===== src/rtl/macc_pkg.sv =====
// Shared definitions for the macc output stage.
// Purpose: default widths for the accumulator output path plus helpers that
// give the saturation limits of a signed word and the round-half-up constant
// added before an arithmetic right shift.
// Port summary: none (package).
package macc_pkg;

  localparam int SIZEIN_DEF   = 40;
  localparam int SIZEOUT_DEF  = 16;
  localparam int SHIFT_DEF    = 15;
  localparam int SATCNT_W_DEF = 16;

  // Largest value of a w-bit two's complement word, 2^(w-1)-1.
  function automatic logic signed [63:0] sat_max(input int w);
    return (64'sd1 <<< (w - 1)) - 64'sd1;
  endfunction

  // Smallest value of a w-bit two's complement word, -2^(w-1).
  function automatic logic signed [63:0] sat_min(input int w);
    return -(64'sd1 <<< (w - 1));
  endfunction

  // Half an LSB of the shifted result, so that a following arithmetic shift
  // rounds half-up (toward +inf). A zero shift drops no bits and adds nothing.
  function automatic logic signed [63:0] round_const(input int shift);
    if (shift > 0) begin
      return 64'sd1 <<< (shift - 1);
    end
    return 64'sd0;
  endfunction

endpackage


===== src/rtl/macc_sat_clamp.sv =====
// Combinational clamp of a rounded value into a narrow signed word.
// Purpose: given the rounded/shifted value plus the accumulator overflow flag
// and the accumulator sign bit, produce the output word and a flag telling
// whether clamping took place.
// Ports:
//   i_rnd   RW-bit signed rounded value
//   i_ovf   accumulator overflowed; the sign bit then points the wrong way
//   i_msb   sign bit of the original accumulator value
//   o_data  OW-bit signed clamped result
//   o_sat   result was clamped to a limit
module macc_sat_clamp
  import macc_pkg::*;
#(
  parameter int RW = SIZEIN_DEF + 1,
  parameter int OW = SIZEOUT_DEF
) (
  input  logic signed [RW-1:0] i_rnd,
  input  logic                 i_ovf,
  input  logic                 i_msb,
  output logic        [OW-1:0] o_data,
  output logic                 o_sat
);

  localparam logic signed [63:0]   MAX64 = sat_max(OW);
  localparam logic signed [63:0]   MIN64 = sat_min(OW);
  localparam logic signed [RW-1:0] MAXV  = MAX64[RW-1:0];
  localparam logic signed [RW-1:0] MINV  = MIN64[RW-1:0];
  localparam logic        [OW-1:0] MAXO  = MAX64[OW-1:0];
  localparam logic        [OW-1:0] MINO  = MIN64[OW-1:0];

  // An overflowed accumulator has wrapped, so its sign bit reads inverted:
  // a negative-looking value really overflowed upward and goes to +MAX.
  // Otherwise compare the widened rounded value against the output limits.
  always_comb begin
    o_data = i_rnd[OW-1:0];
    o_sat  = 1'b0;
    if (i_ovf) begin
      o_data = i_msb ? MAXO : MINO;
      o_sat  = 1'b1;
    end else if (i_rnd > MAXV) begin
      o_data = MAXO;
      o_sat  = 1'b1;
    end else if (i_rnd < MINV) begin
      o_data = MINO;
      o_sat  = 1'b1;
    end
  end

endmodule


===== src/rtl/macc_round_sat.sv =====
// Output stage behind the multiply-accumulator.
// Purpose: two-stage elastic pipeline that rounds (half-up), shifts and
// saturates a wide signed accumulator value into a narrow signed word, with a
// sticky overflow flag and a saturating count of clamped output beats.
// Ports:
//   clk, rst       clock, synchronous active-high reset
//   ce             clock enable, low freezes every pipeline/counter register
//   accum_in       signed accumulator value
//   acc_overflow   overflow flag travelling with accum_in
//   in_valid       input beat valid
//   in_ready       stage accepts an input beat this cycle
//   data_out       rounded/saturated result
//   sat            data_out was clamped
//   out_valid      data_out valid
//   out_ready      downstream accepts data_out
//   sticky_ovf     an accepted beat carried acc_overflow
//   clr_sticky     clears sticky_ovf (works even while ce is low)
//   sat_count      number of transferred clamped beats, saturating
module macc_round_sat
  import macc_pkg::*;
#(
  parameter int SIZEIN   = SIZEIN_DEF,
  parameter int SIZEOUT  = SIZEOUT_DEF,
  parameter int SHIFT    = SHIFT_DEF,
  parameter int SATCNT_W = SATCNT_W_DEF
) (
  input  logic                clk,
  input  logic                rst,
  input  logic                ce,
  input  logic [SIZEIN-1:0]   accum_in,
  input  logic                acc_overflow,
  input  logic                in_valid,
  output logic                in_ready,
  output logic [SIZEOUT-1:0]  data_out,
  output logic                sat,
  output logic                out_valid,
  input  logic                out_ready,
  output logic                sticky_ovf,
  input  logic                clr_sticky,
  output logic [SATCNT_W-1:0] sat_count
);

  localparam logic signed [63:0]     RND64 = round_const(SHIFT);
  localparam logic signed [SIZEIN:0] RND_C = RND64[SIZEIN:0];

  logic                       w_en;
  logic                       w_inXfer;
  logic                       w_outXfer;
  logic signed [SIZEIN:0]     w_ext;
  logic signed [SIZEIN:0]     w_sum;
  logic signed [SIZEIN:0]     w_rnd;
  logic        [SIZEOUT-1:0] w_clampData;
  logic                       w_clampSat;

  logic                       r_s1Valid;
  logic signed [SIZEIN:0]     r_s1Rnd;
  logic                       r_s1Ovf;
  logic                       r_s1Msb;
  logic                       r_outValid;
  logic        [SIZEOUT-1:0] r_dataOut;
  logic                       r_sat;
  logic                       r_stickyOvf;
  logic        [SATCNT_W-1:0] r_satCount;

  // Both stages advance together whenever the output register is empty or
  // being drained, so a stall at the output holds the whole pipe.
  assign w_en      = ce & (~r_outValid | out_ready);
  assign in_ready  = w_en;
  assign w_inXfer  = in_valid & w_en;
  assign w_outXfer = ce & r_outValid & out_ready;

  // One extra bit of headroom keeps the half-LSB add from wrapping at the
  // top of the accumulator range before the arithmetic shift.
  assign w_ext = {accum_in[SIZEIN-1], accum_in};
  assign w_sum = w_ext + RND_C;
  assign w_rnd = w_sum >>> SHIFT;

  // Stage 1 captures the rounded value with the flags the clamp needs.
  always_ff @(posedge clk) begin
    if (rst) begin
      r_s1Valid <= 1'b0;
      r_s1Rnd   <= '0;
      r_s1Ovf   <= 1'b0;
      r_s1Msb   <= 1'b0;
    end else if (w_en) begin
      r_s1Valid <= in_valid;
      r_s1Rnd   <= w_rnd;
      r_s1Ovf   <= acc_overflow;
      r_s1Msb   <= accum_in[SIZEIN-1];
    end
  end

  macc_sat_clamp #(
    .RW (SIZEIN + 1),
    .OW (SIZEOUT)
  ) u_clamp (
    .i_rnd  (r_s1Rnd),
    .i_ovf  (r_s1Ovf),
    .i_msb  (r_s1Msb),
    .o_data (w_clampData),
    .o_sat  (w_clampSat)
  );

  // Stage 2 registers the clamped word so the outputs stay stable under
  // backpressure and carry no combinational path from the clamp.
  always_ff @(posedge clk) begin
    if (rst) begin
      r_outValid <= 1'b0;
      r_dataOut  <= '0;
      r_sat      <= 1'b0;
    end else if (w_en) begin
      r_outValid <= r_s1Valid;
      r_dataOut  <= w_clampData;
      r_sat      <= w_clampSat;
    end
  end

  // The sticky flag ignores ce for clearing so software can always drop it;
  // a new overflowed beat in the same cycle takes priority over the clear.
  always_ff @(posedge clk) begin
    if (rst) begin
      r_stickyOvf <= 1'b0;
    end else if (w_inXfer & acc_overflow) begin
      r_stickyOvf <= 1'b1;
    end else if (clr_sticky) begin
      r_stickyOvf <= 1'b0;
    end
  end

  // Count clamped beats actually handed downstream; stop at all-ones rather
  // than wrap so a long run of clamps never reads back as a small number.
  always_ff @(posedge clk) begin
    if (rst) begin
      r_satCount <= '0;
    end else if (w_outXfer & r_sat & ~(&r_satCount)) begin
      r_satCount <= r_satCount + SATCNT_W'(1);
    end
  end

  assign out_valid  = r_outValid;
  assign data_out   = r_dataOut;
  assign sat        = r_sat;
  assign sticky_ovf = r_stickyOvf;
  assign sat_count  = r_satCount;

endmodule

===== config.mk =====
export PLATFORM = sky130hd
export DESIGN_NAME = macc_round_sat
export DESIGN_NICKNAME = d
export VERILOG_FILES = /design/src/rtl/macc_pkg.sv /design/src/rtl/macc_sat_clamp.sv /design/src/rtl/macc_round_sat.sv
export SDC_FILE = /design/constraint.sdc
export NUM_CORES = 1
export LEC_CHECK = 0
export ABC_AREA = 1
export BUFFER_PORTS_ARGS = -buffer_cell sky130_fd_sc_hd__buf_2
export CORE_ASPECT_RATIO = 0.7
export CORE_MARGIN = 1.5
export CORE_UTILIZATION = 29
export DETAILED_ROUTE_END_ITERATION = 10
export SETUP_SLACK_MARGIN = 0.3
export SLEW_MARGIN = 20
export SYNTH_ARGS = -nofsm -noshare
export SYNTH_HDL_FRONTEND = slang
export SYNTH_HIERARCHICAL = 1
export SYNTH_SLANG_ARGS = --single-unit

===== constraint.sdc =====
create_clock -name clk -period 2.7 [get_ports clk]
set_input_delay 0.27 -clock clk [delete_from_list [all_inputs] [get_ports clk]]
set_output_delay 0.27 -clock clk [all_outputs]
set_load 0.005 [all_outputs]

After elaboration in Yosys (flattened, before gate mapping)
Cells that the tools add are included.

Memories kept: 0. Output and inout port bits: 36. Bits in latches: 0. Memory bits (read-only): 0. RAM bits: 0. Input bits: 47. Word-level logic and storage cells: 34. Bits in registers: 64.

Multiplexer cells: 9. Equality and inequality tests: 0. Add/sub/neg operators: 2. Bitwise gates (word level): 10. Reduce and logical (&&, ||, !) cells: 2. Magnitude comparators: 2. $mul: 0. Div/mod/pow operators: 0. Shift-type cells: 0.

Operators by type and width (number): 2-to-1 mux 16 bit (4); adder 40 x 16 -> 41 bit, second input constant (1); greater-than comparator 26 x 16 -> 1 bit, second input constant (1); less-than comparator 26 x 16 -> 1 bit, second input constant (1); adder 16 x 1 -> 16 bit, second input constant (1); AND reduction 16 bit (1); AND 1 bit (7); 2-to-1 mux 1 bit (5); NOT 1 bit (2); nonzero test 2 bit (1); bitwise OR 1 bit (1).

Depth between registers and ports, before layout
Gate-level depths: netlist (run 1).

Depth in word-level cells: 6. Mapped depth: 13. Depth with buffers taken out: 12.

Modules after synthesis
Netlist (run 1), hierarchy kept.

Modules (own cells, without submodules): macc_round_sat (times used 1, cells each 516, area an instance 3390.8 µm², seq. area each 1281.2 µm²); macc_sat_clamp (times used 1, cells each 145, area an instance 629.4 µm², seq. area each 0.0 µm²).

Least setup slack after synthesis (run 1)
Ideal clock, no wire load.

Path type: register to register. Start: reg, netlist name r_s1Rnd[25]. End: reg r_dataOut[10] (netlist: data_out[10]). Stages on the path, launching flop included: 14. Arrival time: 2018 ps. Path slack: 617 ps. Setup time: 64 ps. Data required time: 2636 ps. Period minus slack after synthesis: 2083 ps. Buffers on the path: 1. Cell sequence: dfxtp_1 -> nand2_1 -> nor2_1 -> nand2_1 -> nor2_1 -> nand2_1 -> nand2_2 -> buf_6 -> nand3_1 -> nand2_1 -> inv_1 -> nand2_2 -> o21ai_0 -> nor2_1.

Cells in the longest elaborated chain, start to end: 4. Elaborated cells on any way between the ends: 5. Classes of those cells: order compare: 2; mux: 3.

RTL lines: less-than comparator 26 x 16 -> 1 bit (RTL line macc_sat_clamp.sv:43) `end else if (i_rnd < MINV) begin`; 2-to-1 mux 16 bit (RTL line macc_sat_clamp.sv:43); 2-to-1 mux 16 bit * (RTL line macc_sat_clamp.sv:40) `end else if (i_rnd > MAXV) begin`; 2-to-1 mux 16 bit * (RTL line macc_sat_clamp.sv:37) `if (i_ovf) begin`; via w_clampData[10] (RTL line macc_round_sat.sv:52) `logic [SIZEOUT-1:0] w_clampData;`; end signal, assigned (RTL line macc_round_sat.sv:113) `r_dataOut <= w_clampData;`; end, declared (RTL line macc_round_sat.sv:60) `logic [SIZEOUT-1:0] r_dataOut;`.

Mark *: on every way through the listed nets, which the timed path passes. The rest lies on a longest branch. A chain may end at the register's enable or synchronous reset.

Final worst setup path (run 1)
Start: reg, netlist name r_s1Rnd[25]. End: reg r_dataOut[9] (netlist: data_out[9]).

Cells in the longest elaborated chain, start to end: 4. Elaborated cells on any way between the ends: 5. Classes of those cells: order compare: 2; mux: 3.

RTL lines (RTL line): less-than comparator 26 x 16 -> 1 bit (macc_sat_clamp.sv:43); 2-to-1 mux 16 bit (macc_sat_clamp.sv:43); 2-to-1 mux 16 bit * (macc_sat_clamp.sv:40); 2-to-1 mux 16 bit * (macc_sat_clamp.sv:37); via w_clampData[9] (macc_round_sat.sv:52).

Marks and branches as above.

==> results.toml, run 1 <==
[worst_setup_path]
cp_slowest_cell = "nand4_1"
critPathMostFrequentCell = "nor2_1"
cp-end-kind = "flip-flop"
r2r-end = "data_out[9]$_SDFFE_PP0P_"
required_ps = 2970
cp-start-kind = "flip-flop"
reg2reg_depth = 9
max_stage_delay_ps = 550
cp_top_family = "simple AND/OR/NAND/NOR gates"
worstPathCellList = "buf_4 -> nor2_1 -> nand4_1 -> nor2_1 -> nand2_1 -> nand4_1 -> nand2_1 -> o21ai_0 -> nor2_1"
r2r_start = "r_s1Rnd[25]$_SDFFE_PP0P_"
r2r_slack_ps = 650
crit_type = "flip-flop to flip-flop"
crit_fanout = 45
path_buf_inv = 1
critPathArrivalTime_ps = 2320

[yosys]
yosysUniqueCellTypes = 31
synth_area_per_cell_um2 = 6.082
synthCells = 661
synth_area_leader_cell = "dfxtp_1"
ys_ff_latch = 64
ys_seq_area_frac = 0.3187
synth_top_area_frac = 0.3187
async_flop_share = 0
syn-num-nets = 710
synthTopCellsByArea = "dfxtp_1 (32%), nand2_1 (17%), nor2_1 (12%)"
synth_edf_count = 0
syn-cell-area_um2 = 4020
synth-warning-count = 6
synth_ff_type = "dfxtp_1"

[place]
placed_area_um2 = 4538
routabilityCongestion = 0.7868
hpwl_mm = 7.621
portBuffers = 68

[power_and_ir_drop]
p_total_w = 0.002726
peakVddDrop_v = 0.0003007
cellLeakagePower_nw = 2.318
p_per_area_nw_per_um2 = 558.0

[clock_tree]
ctsResizeCount = 0
clk_pin_slew_ps = 50
clkSinkCount = 64
hold_buffers = 0
clk_latency_ps = 330
clk_path_buf_depth = 2
numCtsBuffers = 9
htree_num_levels = 3
cts_setup_buffers = 0
cts_tree = "yes"
root_buffer = "clkbuf_16"

[routing]
wl_met2_mm = 4.192
drt_iter0_markers = 231
drt-wirelength-per-cell_um = 11.00
wl_met1_mm = 5.320
route.vias.total = 4068
met3WireLength_um = 510
top_layer_used = "met4"
drc = 0
firstDrtPassIters = 5
wl_mm = 10.09
ant_nets = 0
vias_per_cell = 4.436

[min_path]
whs_endpoint = "sticky_ovf$_SDFFE_PP0P_"
worstHoldStart = "clr_sticky"
min_path_type = "input pin to flip-flop"
hold_depth = 4

[cells_and_area]
antenna_cells = 0
register_area_um2 = 1281
area_growth_syn_to_layout_pct = 21.51
final_area_um2 = 4885
multiInputGateArea_um2 = 2317
final_nets = 776
drive_gt1_frac = 0.1694
fillerInstances = 1493

[timing]
period_share = 0.7588
slew_headroom = 0.5419
rsz0062_at_grt = "no"
fmax_mhz = 488.1
drv_slew = 0
fin_skew_ps = 3.850
holdWs_ps = 191.2
tightest_slew_ps = 685.1
setup-tns-final_ps = 0
min_period_ps = 2049
hold_viol_final = 0
setup_violations = 0

[die]
coreArea_um2 = 13360
die_x_um = 143.7
ios = 83
rows = 35
die_y_um = 101.5
die-area_um2 = 14590
start_util = 0.3010

[global_routing]
grt_pass1_wl_mm = 17.24
antenna_found_initial = 0
grt_max_degree = 46
grtUsageTotal = 0.1498
grt_overflow = 0
grt_pass1_vias = 3642

[flow_run]
drv_cap = 0

[outcome]
run_status = "finished, final reports clean"
-- metal layers --
layer  global-route usage  vias up
li1                     -     2201
met1               0.2076     1782
met2               0.2289       78
met3              0.04255        7
met4              0.03768        0
met5                    0        -
-- cells by family after synthesis --
family	after synthesis	share of synthesized area
AND/OR/NAND/NOR	397	0.4301
buffers and inverters	103	0.1049
adder cells (fa/ha/maj)	2	0.006224
flip-flops	64	0.3187
AO/OA/AOI/OAI	81	0.1096
XOR/XNOR	14	0.03050
-- worst max-delay path by stage --
stage,cells past startpoint,endpoint,slack [ps],startpoint
final,9,data_out[9]$_SDFFE_PP0P_,650,r_s1Rnd[25]$_SDFFE_PP0P_
after global placement,9,data_out[1]$_SDFFE_PP0P_,700,r_s1Rnd[25]$_SDFFE_PP0P_
after floorplan,13,data_out[10]$_SDFFE_PP0P_,620,r_s1Rnd[25]$_SDFFE_PP0P_
after global routing,9,data_out[2]$_SDFFE_PP0P_,310,r_s1Rnd[25]$_SDFFE_PP0P_
after CTS,9,data_out[14]$_SDFFE_PP0P_,650,r_s1Rnd[25]$_SDFFE_PP0P_
after detailed placement,9,data_out[14]$_SDFFE_PP0P_,670,r_s1Rnd[25]$_SDFFE_PP0P_
-- sequential cells by signal (all words and copies together) (netlist names) --
register / flops
out_valid: 1
r_s1Ovf: 1
sat: 1
r_s1Valid: 1
sticky_ovf: 1
r_s1Rnd: 26
sat_count: 16
r_s1Msb: 1
data_out: 16
-- cells in the final DEF, fill, tap and decap left out --
| master | instances |
|---|---|
| buf_2 | 68 |
| nor3b_1 | 1 |
| clkinv_1 | 1 |
| xor2_1 | 7 |
| o21bai_4 | 1 |
| buf_4 | 8 |
| o21ai_2 | 1 |
| nand2_4 | 1 |
| clkbuf_16 | 9 |
| nor3_1 | 2 |
| o21ai_0 | 48 |
| inv_1 | 80 |
| nand2_1 | 178 |
| or2_2 | 2 |
| and2_1 | 3 |
| clkinv_2 | 1 |
| nand3_2 | 8 |
| dfxtp_1 | 64 |
| nor2_2 | 7 |
| nor3_2 | 1 |
| nand2_2 | 8 |
| bufinv_16 | 3 |
| clkinv_4 | 1 |
| nand3_1 | 43 |
| a21oi_1 | 24 |
| nor2_4 | 3 |
| nand4_1 | 14 |
| o21bai_1 | 7 |
| clkbuf_1 | 1 |
| inv_2 | 1 |
| xnor2_1 | 7 |
| clkbuf_8 | 1 |
| ha_1 | 2 |
| nor2_1 | 124 |
| nand3b_1 | 2 |
-- worst reg2reg max path, delay by kind of cell, from the launching register on --
kind,cells,cell delay (ps)
DFF,1,300
AOI/OAI and AO/OA,1,110
and+or+nand+nor,7,1240
buffers and inverters,1,340
-- report_power, final --
| part | leakage (nW) | internal, W | switching (W) | total (W) |
|---|---|---|---|---|
| clock network | 0.170 | 0.000926 | 0.000422 | 0.00135 |
| logic | 1.62 | 0.000130 | 0.000208 | 0.000339 |
| registers | 0.528 | 0.00100 | 0.0000369 | 0.00104 |
| total | 2.32 | 0.00206 | 0.000667 | 0.00273 |
-- metrics by stage --
| stage | worst slack, ps | utilization | std cells |
|---|---|---|---|
| 2_1_floorplan | 617.3 | - | 661 |
| 3_3_place_gp | 703.4 | 0.3398 | 901 |
| 4_1_cts | 653.9 | 0.3657 | 917 |
| 5_1_grt | 313.4 | 0.3657 | 917 |
| 3_5_place_dp | 665.2 | 0.3398 | 901 |
| 6_report | 651.3 | 0.3657 | 917 |
-- cells in the mapped netlist (7+ instances only) --
| library cell | instances |
|---|---|
| o21bai_1 | 7 |
| nand3_2 | 8 |
| xor2_1 | 7 |
| dfxtp_1 | 64 |
| a21oi_1 | 24 |
| nand4_1 | 14 |
| clkbuf_1 | 11 |
| xnor2_1 | 7 |
| nand2_1 | 178 |
| nand2_2 | 8 |
| nand3_1 | 43 |
| nor2_1 | 124 |
| inv_1 | 80 |
| o21ai_0 | 48 |
| nor2_2 | 7 |
-- final cells by class --
| cell class | count | area share |
|---|---|---|
| multi-input cells | 494 | 0.4744 |
| clock buffers | 11 | 0.04969 |
| flip-flops and latches | 64 | 0.2623 |
| repair buffers | 76 | 0.08197 |
| inverters | 82 | 0.06301 |
| clock inverters | 5 | 0.02126 |
| well taps | 185 | 0.04739 |
No activity file was read; power rests on OpenSTA's default activity.
==> inputs of run 2 (changes only) <==
==> constraint.sdc (replaced) <==
create_clock -name clk -period 1.8 [get_ports clk]
set_input_delay 0.18 -clock clk [delete_from_list [all_inputs] [get_ports clk]]
set_output_delay 0.18 -clock clk [all_outputs]
set_load 0.005 [all_outputs]
==> run 2 against run 1 <==
  * Critical path depth rose by 1
  * Register-to-register slack got worse by 450 ps
  * Critical path type unchanged
  * Via count increased by 3.6%
  * Sequential power up 50%
  * Wire length grew 9.6%
  * Worst setup slack worse by 450 ps
  * Combinational power grew 74%
  * First-iteration DRC count decreased by 32%
  * Total power up 43%
  * Largest power group unchanged
  * Fmax is 28% higher
  * Global-route usage grew 0.78 points
==> results.toml, run 2 (synthesis results as in run 1) <==
[outcome]
run_status = "finished, final reports clean"

[global_routing]
antenna_found_initial = 0
grt_pass1_wl_mm = 17.93
grtUsageTotal = 0.1576
grt_pass1_vias = 3797
grt_overflow = 0
grt_max_degree = 51

[worst_setup_path]
crit_type = "flip-flop to flip-flop"
required_ps = 2030
cp-end-kind = "flip-flop"
critPathArrivalTime_ps = 1830
crit_fanout = 15
reg2reg_depth = 10
cp-start-kind = "flip-flop"

[power_and_ir_drop]
cellLeakagePower_nw = 2.523
switching_share = 0.2658
p_total_w = 0.003889
intPower_w = 0.002856
pwr-share-comb = 0.152
power.switching_w = 0.001034
power.share.sequential = 0.402
peakVddDrop_v = 0.0004957
p_per_area_nw_per_um2 = 734.7
p_clk_frac = 0.446

[clock_tree]
hold_buffers = 0
clkSinkCount = 64
clk_latency_ps = 330
clk_pin_slew_ps = 50
root_buffer = "clkbuf_16"
numCtsBuffers = 9
htree_num_levels = 3
cts_tree = "yes"
clk_path_buf_depth = 2

[die]
die_x_um = 143.7
rows = 35
coreArea_um2 = 13360
die-area_um2 = 14590
die_y_um = 101.5
ios = 83
start_util = 0.3010

[place]
dp_cells = 917
routabilityCongestion = 0.8008
dpl_worst_slack_ps = -35.93
hpwl_mm = 7.660
portBuffers = 68
placed_area_um2 = 4700

[routing]
wl_mm = 11.06
route.vias.total = 4213
ant_nets = 0
drc = 0
drt_iter0_markers = 156
drt-wirelength-per-cell_um = 11.66
vias_per_cell = 4.444
firstDrtPassIters = 5

[timing]
tightest_slew_ps = 475.5
fin_ws_ps = 197.3
drv_slew = 0
slew_headroom = 0.6830
rsz0062_at_grt = "yes"
min_period_ps = 1603
fmax_mhz = 624.0
setup_violations = 0
fin_skew_ps = 6.334
hold_viol_final = 0
period_share = 0.8904
setup-tns-final_ps = 0

[cells_and_area]
final_cells = 948
drive_gt1_frac = 0.2267
top_register = "r_s1Rnd"
antenna_cells = 0
layout_common_cells = "nand2_1 (178), nor2_1 (119), inv_1 (79), buf_2 (68), dfxtp_1 (59)"
final_area_um2 = 5294
final_nets = 808
largest_reg_flops = 26
area_growth_syn_to_layout_pct = 31.68
final_common_cell = "nand2_1"

[min_path]
hold_depth = 4
min_path_type = "input pin to flip-flop"

[flow_run]
drv_cap = 0
-- run 2: cell count changes in the layout (fill, tap and decap cells not counted), moves of 5 or more --
cell / delta
dfxtp_1: -5
o21ai_1: +10
o21ai_0: -13
nor2_1: -5
buf_4: +20
buf_12: +6
-- run 2: what timing repair did --
item / in CTS / in global routing
setup buffers: 3 / 9
setup endpoints to repair: 33 / 33
cloned: 2 / 2
gates resized for setup: 9 / 31
pin swaps: 1 / 7
-- run 2: per-stage QoR --
step,util,hold WS [ps]
finish,0.3963,104.7
floorplan,-,239.4
global route,0.3963,133.2
CTS,0.3805,94.91
global placement,0.3519,444.8
detailed placement,0.3519,451.0
-- run 2: final cells by class --
cell class	instances	area, um^2
Fill cell	1452	8063
Multi-Input combinational cell	496	2415
Sequential cell	64	1290
Timing Repair Buffer	106	754.5
Inverter	82	307.8
Clock buffer	10	239.0
Tap cell	185	231.5
Clock inverter	5	56.30
-- run 2: per-layer routing --
layer	global-route usage	part of all wire	vias to the layer above
met5	0	0	-
met4	0.04239	0.0090	0
met3	0.04208	0.042	9
met2	0.2500	0.43	69
met1	0.2117	0.52	1863
li1	-	-	2272
-- run 2: path summary, 6_finish.rpt --
kind,from,end,slack [ps]
worst max-delay path,r_s1Rnd[25]$_SDFFE_PP0P_,data_out[12]$_SDFFE_PP0P_,200
worst min-delay path,clr_sticky,sticky_ovf$_SDFFE_PP0P_,100
worst min register to register,r_s1Valid$_SDFFE_PP0P_,out_valid$_SDFFE_PP0P_,450
worst max register to register,r_s1Rnd[25]$_SDFFE_PP0P_,data_out[12]$_SDFFE_PP0P_,200
-- run 2: worst max-delay path: stages (launching register included) --
cell and delay (ps):
dfxtp_4 360, buf_12 140, nor2_1 130, nand4_1 100
nor2_1 120, nand2_1 80, nand4_1 140, buf_12 150
nand2_1 70, o21ai_2 140, nor2_1 50
-- run 2: power groups by stage --
stage / clock network [W] / logic [W] / registers (W)
after detailed placement: 0 / 0.000520 / 0.00160
after floorplan: 0 / 0.000333 / 0.00159
final: 0.00174 / 0.000591 / 0.00156
after global placement: 0 / 0.000516 / 0.00160
after CTS: 0.00178 / 0.000562 / 0.00156
after global routing: 0.00184 / 0.000677 / 0.00158
==> inputs of run 3 (changes only) <==
--- a/config.mk
+++ b/config.mk
@@ -15,5 +15,4 @@
 export SLEW_MARGIN = 20
 export SYNTH_ARGS = -nofsm -noshare
 export SYNTH_HDL_FRONTEND = slang
-export SYNTH_HIERARCHICAL = 1
 export SYNTH_SLANG_ARGS = --single-unit
==> run 3 against run 2 <==
  * Register-to-register slack gained 20 ps
  * Critical path depth shrank 5
  * Sequential power is essentially flat
  * Cell count shrank 14%
  * Fmax grew 0.71%
  * Global-route usage grew 0.49 points
  * Utilization grew 0.71 points
  * Hold slack lost 10 ps
  * Design area shrank 9.7%
  * Count of clock-buffer cells in the layout shrank 1
  * Wire length shrank 4.8%
  * Via count shrank 9.1%
==> results.toml, run 3 <==
[outcome]
run_status = "finished, final reports clean"

[routing]
firstDrtPassIters = 6
wl_mm = 10.53
route.vias.total = 3829
vias_per_cell = 4.687
drt-wirelength-per-cell_um = 12.89
drt_iter0_markers = 374
ant_nets = 0
drc = 0

[cells_and_area]
multiInputGateArea_um2 = 2041
drive_gt1_frac = 0.2500
final_util = 0.4034
register_area_um2 = 1295
area_growth_syn_to_layout_pct = 34.35
layout_common_cells = "nand2_1 (167), buf_2 (68), inv_1 (60), dfxtp_1 (57), nor2_1 (53)"
top_register = "r_s1Rnd"
largest_reg_flops = 26
antenna_cells = 0
final_common_cell = "nand2_1"
final_nets = 704
fillerInstances = 1219

[die]
start_util = 0.3003
die-area_um2 = 12950
ios = 83
coreArea_um2 = 11850
die_y_um = 95.68
die_x_um = 135.4
rows = 33

[worst_setup_path]
crit_fanout = 12
cp-end-kind = "primary output"
cp-start-kind = "flip-flop"
critPathArrivalTime_ps = 1410
crit_type = "flip-flop to primary output"
required_ps = 1620

[power_and_ir_drop]
p_per_area_nw_per_um2 = 829.5
p_total_w = 0.003966
cellLeakagePower_nw = 2.201
peakVddDrop_v = 0.0004356

[yosys]
ys_ff_latch = 64
ys_seq_area_frac = 0.3601
yosysUniqueCellTypes = 29
synth_most_common_cell = "nand2_1"
synth_ff_type = "dfxtp_1"
synth-warning-count = 0
synth_area_per_cell_um2 = 6.423
syn-cell-area_um2 = 3558
synth_top_area_frac = 0.3601
synth_area_leader_cell = "dfxtp_1"
synth_edf_count = 0
synthCells = 554
syn-num-nets = 603
synthTopCellsByCount = "nand2_1 (175), dfxtp_1 (64), inv_1 (61)"
async_flop_share = 0
synthTopCellsByArea = "dfxtp_1 (36%), nand2_1 (18%), inv_1 (6.4%)"

[clock_tree]
clkSinkCount = 64
numCtsBuffers = 9
htree_num_levels = 3
root_buffer = "clkbuf_16"
clk_latency_ps = 340
clk_path_buf_depth = 2
cts_tree = "yes"
clk_pin_slew_ps = 60

[global_routing]
grt_overflow = 0
antenna_found_initial = 0
grt_pass1_wl_mm = 16.48
grt_max_degree = 46
grtUsageTotal = 0.1625
grt_pass1_vias = 3398

[place]
portBuffers = 68
hpwl_mm = 7.468
dpl_worst_slack_ps = 106.9
routabilityCongestion = 0.9390

[min_path]
min_path_type = "input pin to flip-flop"

[timing]
slew_headroom = 0.7194
rsz0062_at_grt = "yes"
period_share = 0.8841
fmax_mhz = 628.4
tightest_slew_ps = 420.0
holdWs_ps = 94.67
setup-tns-final_ps = 0
setup_violations = 0
min_period_ps = 1591
hold_viol_final = 0
fin_skew_ps = 7.195
fin_ws_ps = 208.7
drv_slew = 0

[flow_run]
drv_cap = 0
run 3: cell types whose count changed after synthesis, sizes merged, moves of 8 or more:
| cell | delta |
|---|---|
| nor2 | -77 |
| nand3 | -25 |
| a21oi | +21 |
| inv | -18 |
| nand2 | -10 |
| nand3b | +8 |
| nand4 | -8 |
| o21ai | -8 |
run 3: timing repair:
action	CTS	global route
resized for setup	23	23
hold buffers	0	0
pin swaps	11	10
endpoints found under the setup margin	33	30
buffers inserted	8	9
cloned	1	1
run 3: final cells by class:
cell class | instances | share of cell area
multi-input cells | 409 | 0.4269
clock inverters | 7 | 0.02172
inverters | 63 | 0.05260
well taps | 157 | 0.04109
repair buffers | 106 | 0.1364
flip-flops and latches | 64 | 0.2709
repair inverters | 2 | 0.003402
clock buffers | 9 | 0.04711
run 3: final timing paths:
kind	to	slack, ps	cells past startpoint	startpoint
setup reg to reg	sat_count[2]$_SDFFE_PP0P_	220	8	sat_count[1]$_SDFFE_PP0P_
setup / recovery	in_ready	210	5	out_valid$_SDFFE_PP0P_
hold reg to reg	out_valid$_SDFFE_PP0P_	460	2	r_s1Valid$_SDFFE_PP0P_
hold / removal	sticky_ovf$_SDFFE_PP0P_	90	4	clr_sticky
run 3: per-layer routing:
metal,up-vias,GRT usage,share of wire
li1,1970,-,-
met1,1724,0.2299,0.50
met2,119,0.2406,0.42
met3,16,0.05104,0.068
met4,0,0.03405,0.014
met5,-,0,0
run 3: stage by stage:
step,instances,cell area (um^2)
finish,817,4781
global route,817,4781
detailed placement,782,4180
floorplan,554,3573
global placement,782,4180
CTS,807,4644
run 3: power breakdown:
part / internal (W) / leakage (nW) / switching (W)
sequential: 0.00150 / 0.532 / 0.0000454
clock: 0.00123 / 0.161 / 0.000705
combinational: 0.000196 / 1.51 / 0.000291
run 3: logic make-up after synthesis:
group                    after synthesis  share of synthesized area
adder cells (fa/ha/maj)                2                   0.007031
buffers and inverters                 81                    0.09107
flip-flops                            64                     0.3601
AO/OA/AOI/OAI                         97                     0.1515
XOR/XNOR                              20                    0.04923
AND/OR/NAND/NOR                      290                     0.3411
run 3: worst max-delay path: stages (launching register included):
cell	delay, ps
dfxtp_2	350
inv_2	50
o21ai_4	280
clkinv_8	110
buf_6	150
buf_2	120
